**src/rtl/mux4_scanner_if.sv**
```systemverilog
// mux4_scanner_if: control, mux select/sample and valid/ready word bus of the scanner
interface mux4_scanner_if;
   logic       start;
   logic       cont;
   logic       z;
   logic [1:0] sel;
   logic       busy;
   logic [3:0] data_out;
   logic       data_valid;
   logic       data_ready;
   modport master (output start, cont, z, data_ready, input sel, busy, data_out, data_valid);
   modport slave (input start, cont, z, data_ready, output sel, busy, data_out, data_valid);
endinterface

```
**src/rtl/mux4_scanner.sv**
```systemverilog
// mux4_scanner: steps mux4 sel through channels 0..3, samples z after DWELL cycles each,
// and offers the 4-bit word over valid/ready, single-shot or continuous.
module mux4_scanner #(
   parameter int DWELL = 2
) (
   input logic clk,
   input logic rst,
   mux4_scanner_if.slave bus
);
   localparam int CW = DWELL > 1 ? $clog2(DWELL) : 1;
   typedef enum logic [1:0] {IDLE, SCAN, HOLD} state_t;
   state_t state, state_n;
   logic [CW-1:0] cnt, cnt_n;
   logic [1:0] sel_n;
   logic [3:0] word, word_n, dout_n;
   logic dv_n, busy_n, last;
   assign last = cnt == CW'(DWELL - 1);
   always_comb begin
      state_n = state;
      cnt_n = cnt;
      sel_n = bus.sel;
      word_n = word;
      dout_n = bus.data_out;
      dv_n = bus.data_valid;
      case (state)
         IDLE: begin
            if (bus.start) begin
               state_n = SCAN;
               sel_n = '0;
               cnt_n = '0;
               word_n = '0;
            end
         end
         SCAN: begin
            cnt_n = last ? '0 : cnt + CW'(1);
            if (last) begin
               word_n[bus.sel] = bus.z;
               if (bus.sel == 2'd3) begin
                  dout_n = {bus.z, word[2:0]};
                  dv_n = 1'b1;
                  state_n = HOLD;
               end else begin
                  sel_n = bus.sel + 2'd1;
               end
            end
         end
         HOLD: begin
            if (bus.data_ready) begin
               dv_n = 1'b0;
               sel_n = '0;
               cnt_n = '0;
               word_n = '0;
               state_n = bus.cont ? SCAN : IDLE;
            end
         end
         default: state_n = IDLE;
      endcase
      busy_n = state_n != IDLE;
   end
   // busy is registered from the next state so every output comes straight from a flop
   always_ff @(posedge clk) begin
      if (rst) begin
         state <= IDLE;
         cnt <= '0;
         word <= '0;
         bus.sel <= '0;
         bus.busy <= 1'b0;
         bus.data_out <= '0;
         bus.data_valid <= 1'b0;
      end else begin
         state <= state_n;
         cnt <= cnt_n;
         word <= word_n;
         bus.sel <= sel_n;
         bus.busy <= busy_n;
         bus.data_out <= dout_n;
         bus.data_valid <= dv_n;
      end
   end
endmodule

```
**src/flat_wrapper.sv**
```systemverilog
// flat-port wrapper written by rule: the top's interface ports become plain ports
module mux4_scanner_flat 
#(
   parameter int DWELL = 2
)
  (clk, rst, bus_start, bus_cont, bus_z, bus_data_ready, bus_sel, bus_busy, bus_data_out, bus_data_valid);
  mux4_scanner_if bus_i ();
  input logic clk;
  input logic rst;
  input wire logic [$bits(bus_i.start)-1:0] bus_start;
  input wire logic [$bits(bus_i.cont)-1:0] bus_cont;
  input wire logic [$bits(bus_i.z)-1:0] bus_z;
  input wire logic [$bits(bus_i.data_ready)-1:0] bus_data_ready;
  output wire logic [$bits(bus_i.sel)-1:0] bus_sel;
  output wire logic [$bits(bus_i.busy)-1:0] bus_busy;
  output wire logic [$bits(bus_i.data_out)-1:0] bus_data_out;
  output wire logic [$bits(bus_i.data_valid)-1:0] bus_data_valid;
  assign bus_i.start = bus_start;
  assign bus_i.cont = bus_cont;
  assign bus_i.z = bus_z;
  assign bus_i.data_ready = bus_data_ready;
  assign bus_sel = bus_i.sel;
  assign bus_busy = bus_i.busy;
  assign bus_data_out = bus_i.data_out;
  assign bus_data_valid = bus_i.data_valid;
  mux4_scanner #(.DWELL(DWELL)) u_core (.clk(clk), .rst(rst), .bus(bus_i));
endmodule
```
**config.mk**
```make
export PLATFORM = sky130hd
export DESIGN_NAME = mux4_scanner_flat
export DESIGN_NICKNAME = d
export VERILOG_FILES = /design/src/rtl/mux4_scanner_if.sv /design/src/rtl/mux4_scanner.sv /design/src/flat_wrapper.sv
export SDC_FILE = /design/constraint.sdc
export NUM_CORES = 1
export LEC_CHECK = 0
export CAP_MARGIN = 20
export CORE_ASPECT_RATIO = 1.25
export CORE_MARGIN = 2
export CORE_UTILIZATION = 30
export DETAILED_ROUTE_END_ITERATION = 16
export REMOVE_ABC_BUFFERS = 1
export SYNTH_ARGS = -nofsm -noshare
export SYNTH_HDL_FRONTEND = slang
export SYNTH_SLANG_ARGS = --single-unit
```
**constraint.sdc**
```tcl
create_clock -name clk -period 1.71 [get_ports clk]
set_clock_uncertainty 0.05 [all_clocks]
set_input_delay 0.342 -clock clk [delete_from_list [all_inputs] [get_ports clk]]
set_output_delay 0.342 -clock clk [all_outputs]
set_load 0.01 [all_outputs]
```
# Yosys cells after proc, flatten, opt, wreduce, memory -nomap -nowiden
# Index checks and enable logic that the tools add are counted.
word_totals:
  ff_bits: 15
  input_bits: 6
  word_cells: 54
  out_inout_bits: 8
classes:
  add_sub_neg: 2
  eq_ne: 8
  magnitude_cmp: 2
  n_reduce_logical: 10
  muxes: 25
ops:
  columns: ["op", "n"]
  rows:
  - ["$mux 2", 8]
  - ["$mux 4", 3]
  - ["$pmux 2 s3", 2]
  - ["$pmux 4 s3", 1]
  - ["$reduce_and 4->1", 2]
  - ["$mux 1", 7]
  - ["$ne 2x2->1 const B", 3]
  - ["$reduce_and 3->1", 2]
  - ["$reduce_and 5->1", 1]
  - ["$bwmux 4", 1]
  - ["$eq 2x2->1 const B", 2]
  - ["$ne 2x1->1 const B", 2]
  - ["$reduce_bool 2->1", 2]
  - ["$lt 2x3->1 const B", 1]
  - ["$pmux 1 s3", 1]
  - ["$reduce_bool 3->1", 1]
  - ["$add 2x1->2 const B", 1]
  - ["$demux 1 s2", 1]
  - ["$eq 2x1->1 const B", 1]
  - ["$ge 2x1->1 const B", 1]
  - ["$logic_not 2->1", 1]
  - ["$pmux 1 s2", 1]
  - ["$add 1x1->1 const B", 1]
  - ["$logic_and 1x1->1", 1]

# Longest topological paths before layout
depth:
  depth_word: 7
  mapped_depth: 4
  ltp_nobuf: 4

# Worst setup path after synthesis
# No wires, ideal clock.
synth_timing:
  kind: "reg2reg"
  startpoint: "reg u_core.bus.sel[0]"
  endpoint: "reg u_core.bus.busy"
  stages_incl_launch_ff: 5
  synth_period_minus_slack_ps: 1268
  path_slack_ps: 442
  setup_time_ps: 114
  n_path_buf: 0
  t_required_ps: 1546
  t_arrival_ps: 1104
  path_cell_list: "dfxtp_1 > ha_1 > nand3_1 > a32o_1 > a21o_1"
synth_between:
  elab_chain_cells: 5
synth_lines:
  columns: ["element", "line", "rtl"]
  rows:
  - ["start, declared", "mux4_scanner_if.sv:12", "modport slave (input start, cont, z, data_ready, output sel, busy, data_out, data_valid);"]
  - ["start signal, assigned", "mux4_scanner.sv:74", "bus.sel <= sel_n;"]
  - ["$eq 2x2->1", "mux4_scanner.sv:38", "if (bus.sel == 2'd3) begin"]
  - ["$mux 2", "mux4_scanner.sv:38", null]
  - ["$mux 2", "mux4_scanner.sv:36", "if (last) begin"]
  - ["$pmux 2 s3", "mux4_scanner.sv:25", "case (state)"]
  - ["$reduce_bool 2->1", "mux4_scanner.sv:58", "busy_n = state_n != IDLE;"]
  - ["end signal, assigned", "mux4_scanner.sv:75", "bus.busy <= busy_n;"]
  - ["end, declared", "mux4_scanner_if.sv:12", null]
# Every way passes these cells.
# A chain may end at the register's enable or synchronous reset.

# Worst setup path after layout
layout_timing:
  startpoint: "reg u_core.bus.sel[0]"
  endpoint: "out bus_sel[0]"
layout_lines:
  columns: ["element", "line", "rtl"]
  rows:
  - ["end, declared", "flat_wrapper.sv:14", "output wire logic [$bits(bus_i.sel)-1:0] bus_sel;"]
# No word-level cell between the ends.

==> metrics.md <==
| Metric | Value |
|---|---|
| Status | `complete, no violations` |
| Power Density | `around 700 mW/mm²` |
| Post-synthesis sequential area ratio | `0.384` |
| Routed len/inst | `11.3 µm` |
| Die Span Y | `59.1 µm` |
| Most frequent cell after synthesis | `dfxtp_1` |
| Post-synth top cells | `14 x dfxtp_1, 7 x inv_1, 4 x ha_1, 4 x mux2i_1, 4 x nor2_1` |
| CTS tree | `built` |
| Synth Warn # | `0` |
| Min-Delay Path Class | `register to register` |
| Initial DRC count | `6` |
| Final GP Congestion | `roughly 0.76` |
| Worst Path Buf+Inv | `1` |
| Worst path top cell family by delay | `buffers and inverters` |
| Clock sink total | `14` |
| Inserted Clock Buffers | `3` |
| Hold_buf cts | `0` |
| Worst Setup Start Kind | `register` |
| Initial antenna violation count | `0` |
| Worst setup path class | `register to output pin` |
| CTS root buffer | `clkbuf_4` |
| Residual DRC | `0` |
| DRT Pass-1 Iters | `4` |
| Placed cells | `120` |
| RSZ-0062 raised after global routing | `no` |
| WL final | `~1.4 mm` |
| DP HPWL | `between 1 and 1.5 mm` |
| Arrival @ worst endpoint | `~1200 ps` |
| H-tree depth | `1` |
| Final Max Slew Viols | `0` |
| Share of layout cells above drive strength 1 | `0.176` |
| Postcts setup bufs | `0` |
| First-pass GRT wire length | `about 2.2 mm` |
| Asr flop ratio synth | `0` |
| CP endpoint kind | `output pin` |
| Number of placement rows | `20` |
| Tot Pwr | `about 0.66 mW` |
| Most used DFF post-synth | `dfxtp_1` |
| Worst-case clock buffer depth | `2` |
| Req. time, crit path | `approximately 1300 ps` |
| Crit-path slowest cell | `clkdlybuf4s50_1` |
| Worst-path clk slew | `roughly 90 ps` |
| Final Hold Fails | `0` |
| Vias | `around 600` |
| Dpl cell area | `approximately 900 µm²` |
| EDFF count, synth | `0` |
| Worst path max stage delay | `~560 ps` |
| Final instance area | `approximately 940 µm²` |
| Area leader, netlist | `dfxtp_1` |
| Synth top area cells | `dfxtp_1 38%, ha_1 6.9%, mux2i_1 5.5%` |
| Avg Inst Size Synth | `a little under 10 µm²` |
| # nets final | `about 100` |
| Tightest Pin Transition | `around 380 ps` |
| Area of the mapped netlist | `729 µm²` |
| Worst-skew pair later-pin latency | `280 ps` |
| Area grow syn2layout | `28.8%` |
| Largest net degree at the start of global routing | `11` |
| Final Cycle Share | `0.949` |
| Yosys reg bits | `14` |
| IO Pins | `14` |
| Area share of the largest cell type after synthesis | `0.384` |
| Max Cap Viol | `0` |
| Worst-path fanout max | `4` |
| I/O Buffers | `13` |
| GRT Overall Usage | `0.116` |
| Number of diodes | `0` |
| Count of cell types in the netlist | `33` |
| Max-slew headroom | `0.742` |
| Post-route ant nets | `0` |
| Setup TNS Final | `0 ps` |
| Die Footprint | `around 0.0028 mm²` |
| Fmax | `roughly 620 MHz` |
| Final cell count without fillers | `around 120` |
| Chip width | `48.1 µm` |
| Detailed-route vias per instance | `about 4.7` |
| # setup viols final | `0` |
| GRT overflow | `0` |
| Core area | `0.00238 mm²` |
| Starting density of the core | `0.307` |
| Cells traversed along the worst timing path | `clkdlybuf4s50_1` |
| Period minus WS final | `approximately 1600 ps` |
| Leakage | `around 0.4 nW` |
| Mapped Cells | `74` |
| Vias in the first global route | `about 530` |
| # resized after CTS | `0` |
| Peak supply drop | `378 µV` |
[power by group]
group | internal [mW] | total [mW] | switching (mW) | leakage [nW]
combinational | 0.0409 | 0.0709 | 0.0299 | 0.268
clock | 0.130 | 0.242 | 0.113 | 0.0210
sequential | 0.333 | 0.345 | 0.0117 | 0.114
[area by class of cell]
type	instances	area, µm²
Fill cell	250	1440
Multi-Input combinational cell	49	395
Sequential cell	14	280
Timing Repair Buffer	17	160
Tap cell	33	41.3
Clock buffer	4	36.3
Inverter	7	26.3
[state kept, by name, indices dropped and copies added (netlist names)]
| register | count |
|---|---|
| u_core.bus.data_out | 4 |
| u_core.bus.busy | 1 |
| u_core.bus.data_valid | 1 |
| u_core.bus.sel | 2 |
| u_core.state | 2 |
| u_core.cnt | 1 |
| u_core.word | 3 |
[per-layer routing]
metal  share of wire  routed length [µm]  global-route usage  vias up
met3           0.032                  45              0.0274        5
met4           0.036                  50              0.0927        0
met2            0.49                 692               0.187       15
li1                -                   -                   -      301
met5               0                   0                   0        -
met1            0.44                 612               0.121      263
[per-stage QoR]
stage                util  worst slack [ps]  hold slack [ps]
detailed placement  0.380              19.0              398
CTS                 0.395              85.6              412
global route        0.395              48.6              441
global placement    0.380              31.6              393
floorplan               -               306              360
finish              0.395              87.8              405
[cell usage in the layout (no fill, tap or decap), drive strengths merged, types with 2 or more instances in the layout]
cell           count
ha                 4
nor3               3
clkbuf             4
dfxtp             14
nand4              3
nand3b             3
clkdlybuf4s50     13
and3b              2
inv                7
mux2i              4
a21oi              4
o211ai             3
a22o               2
buf                4
a211oi             2
nor2               4
[cell families (layout without fill, tap and decap cells)]
family                   after synthesis  count (layout)  share of synthesized area
buffers and inverters                 11              28                     0.0738
AND/OR/NAND/NOR                       25              25                      0.226
flip-flops                            14              14                      0.384
adder cells (fa/ha/maj)                4               4                     0.0686
AO/OA/AOI/OAI                         15              15                      0.172
multiplexers                           5               5                     0.0755
[worst paths after layout]
kind | from | cells past startpoint | to | slack, ps
max | u_core.bus.sel[0]$_SDFFE_PP0P_ | 1 | bus_sel[0] | 90
min reg2reg | u_core.bus.data_valid$_SDFFE_PP0P_ | 2 | u_core.bus.data_valid$_SDFFE_PP0P_ | 410
max reg2reg | u_core.state[0]$_SDFF_PP0_ | 3 | u_core.word[1]$_SDFFE_PP0P_ | 270
min | u_core.bus.data_valid$_SDFFE_PP0P_ | 2 | u_core.bus.data_valid$_SDFFE_PP0P_ | 410
Power figures use the tool's default switching activity.
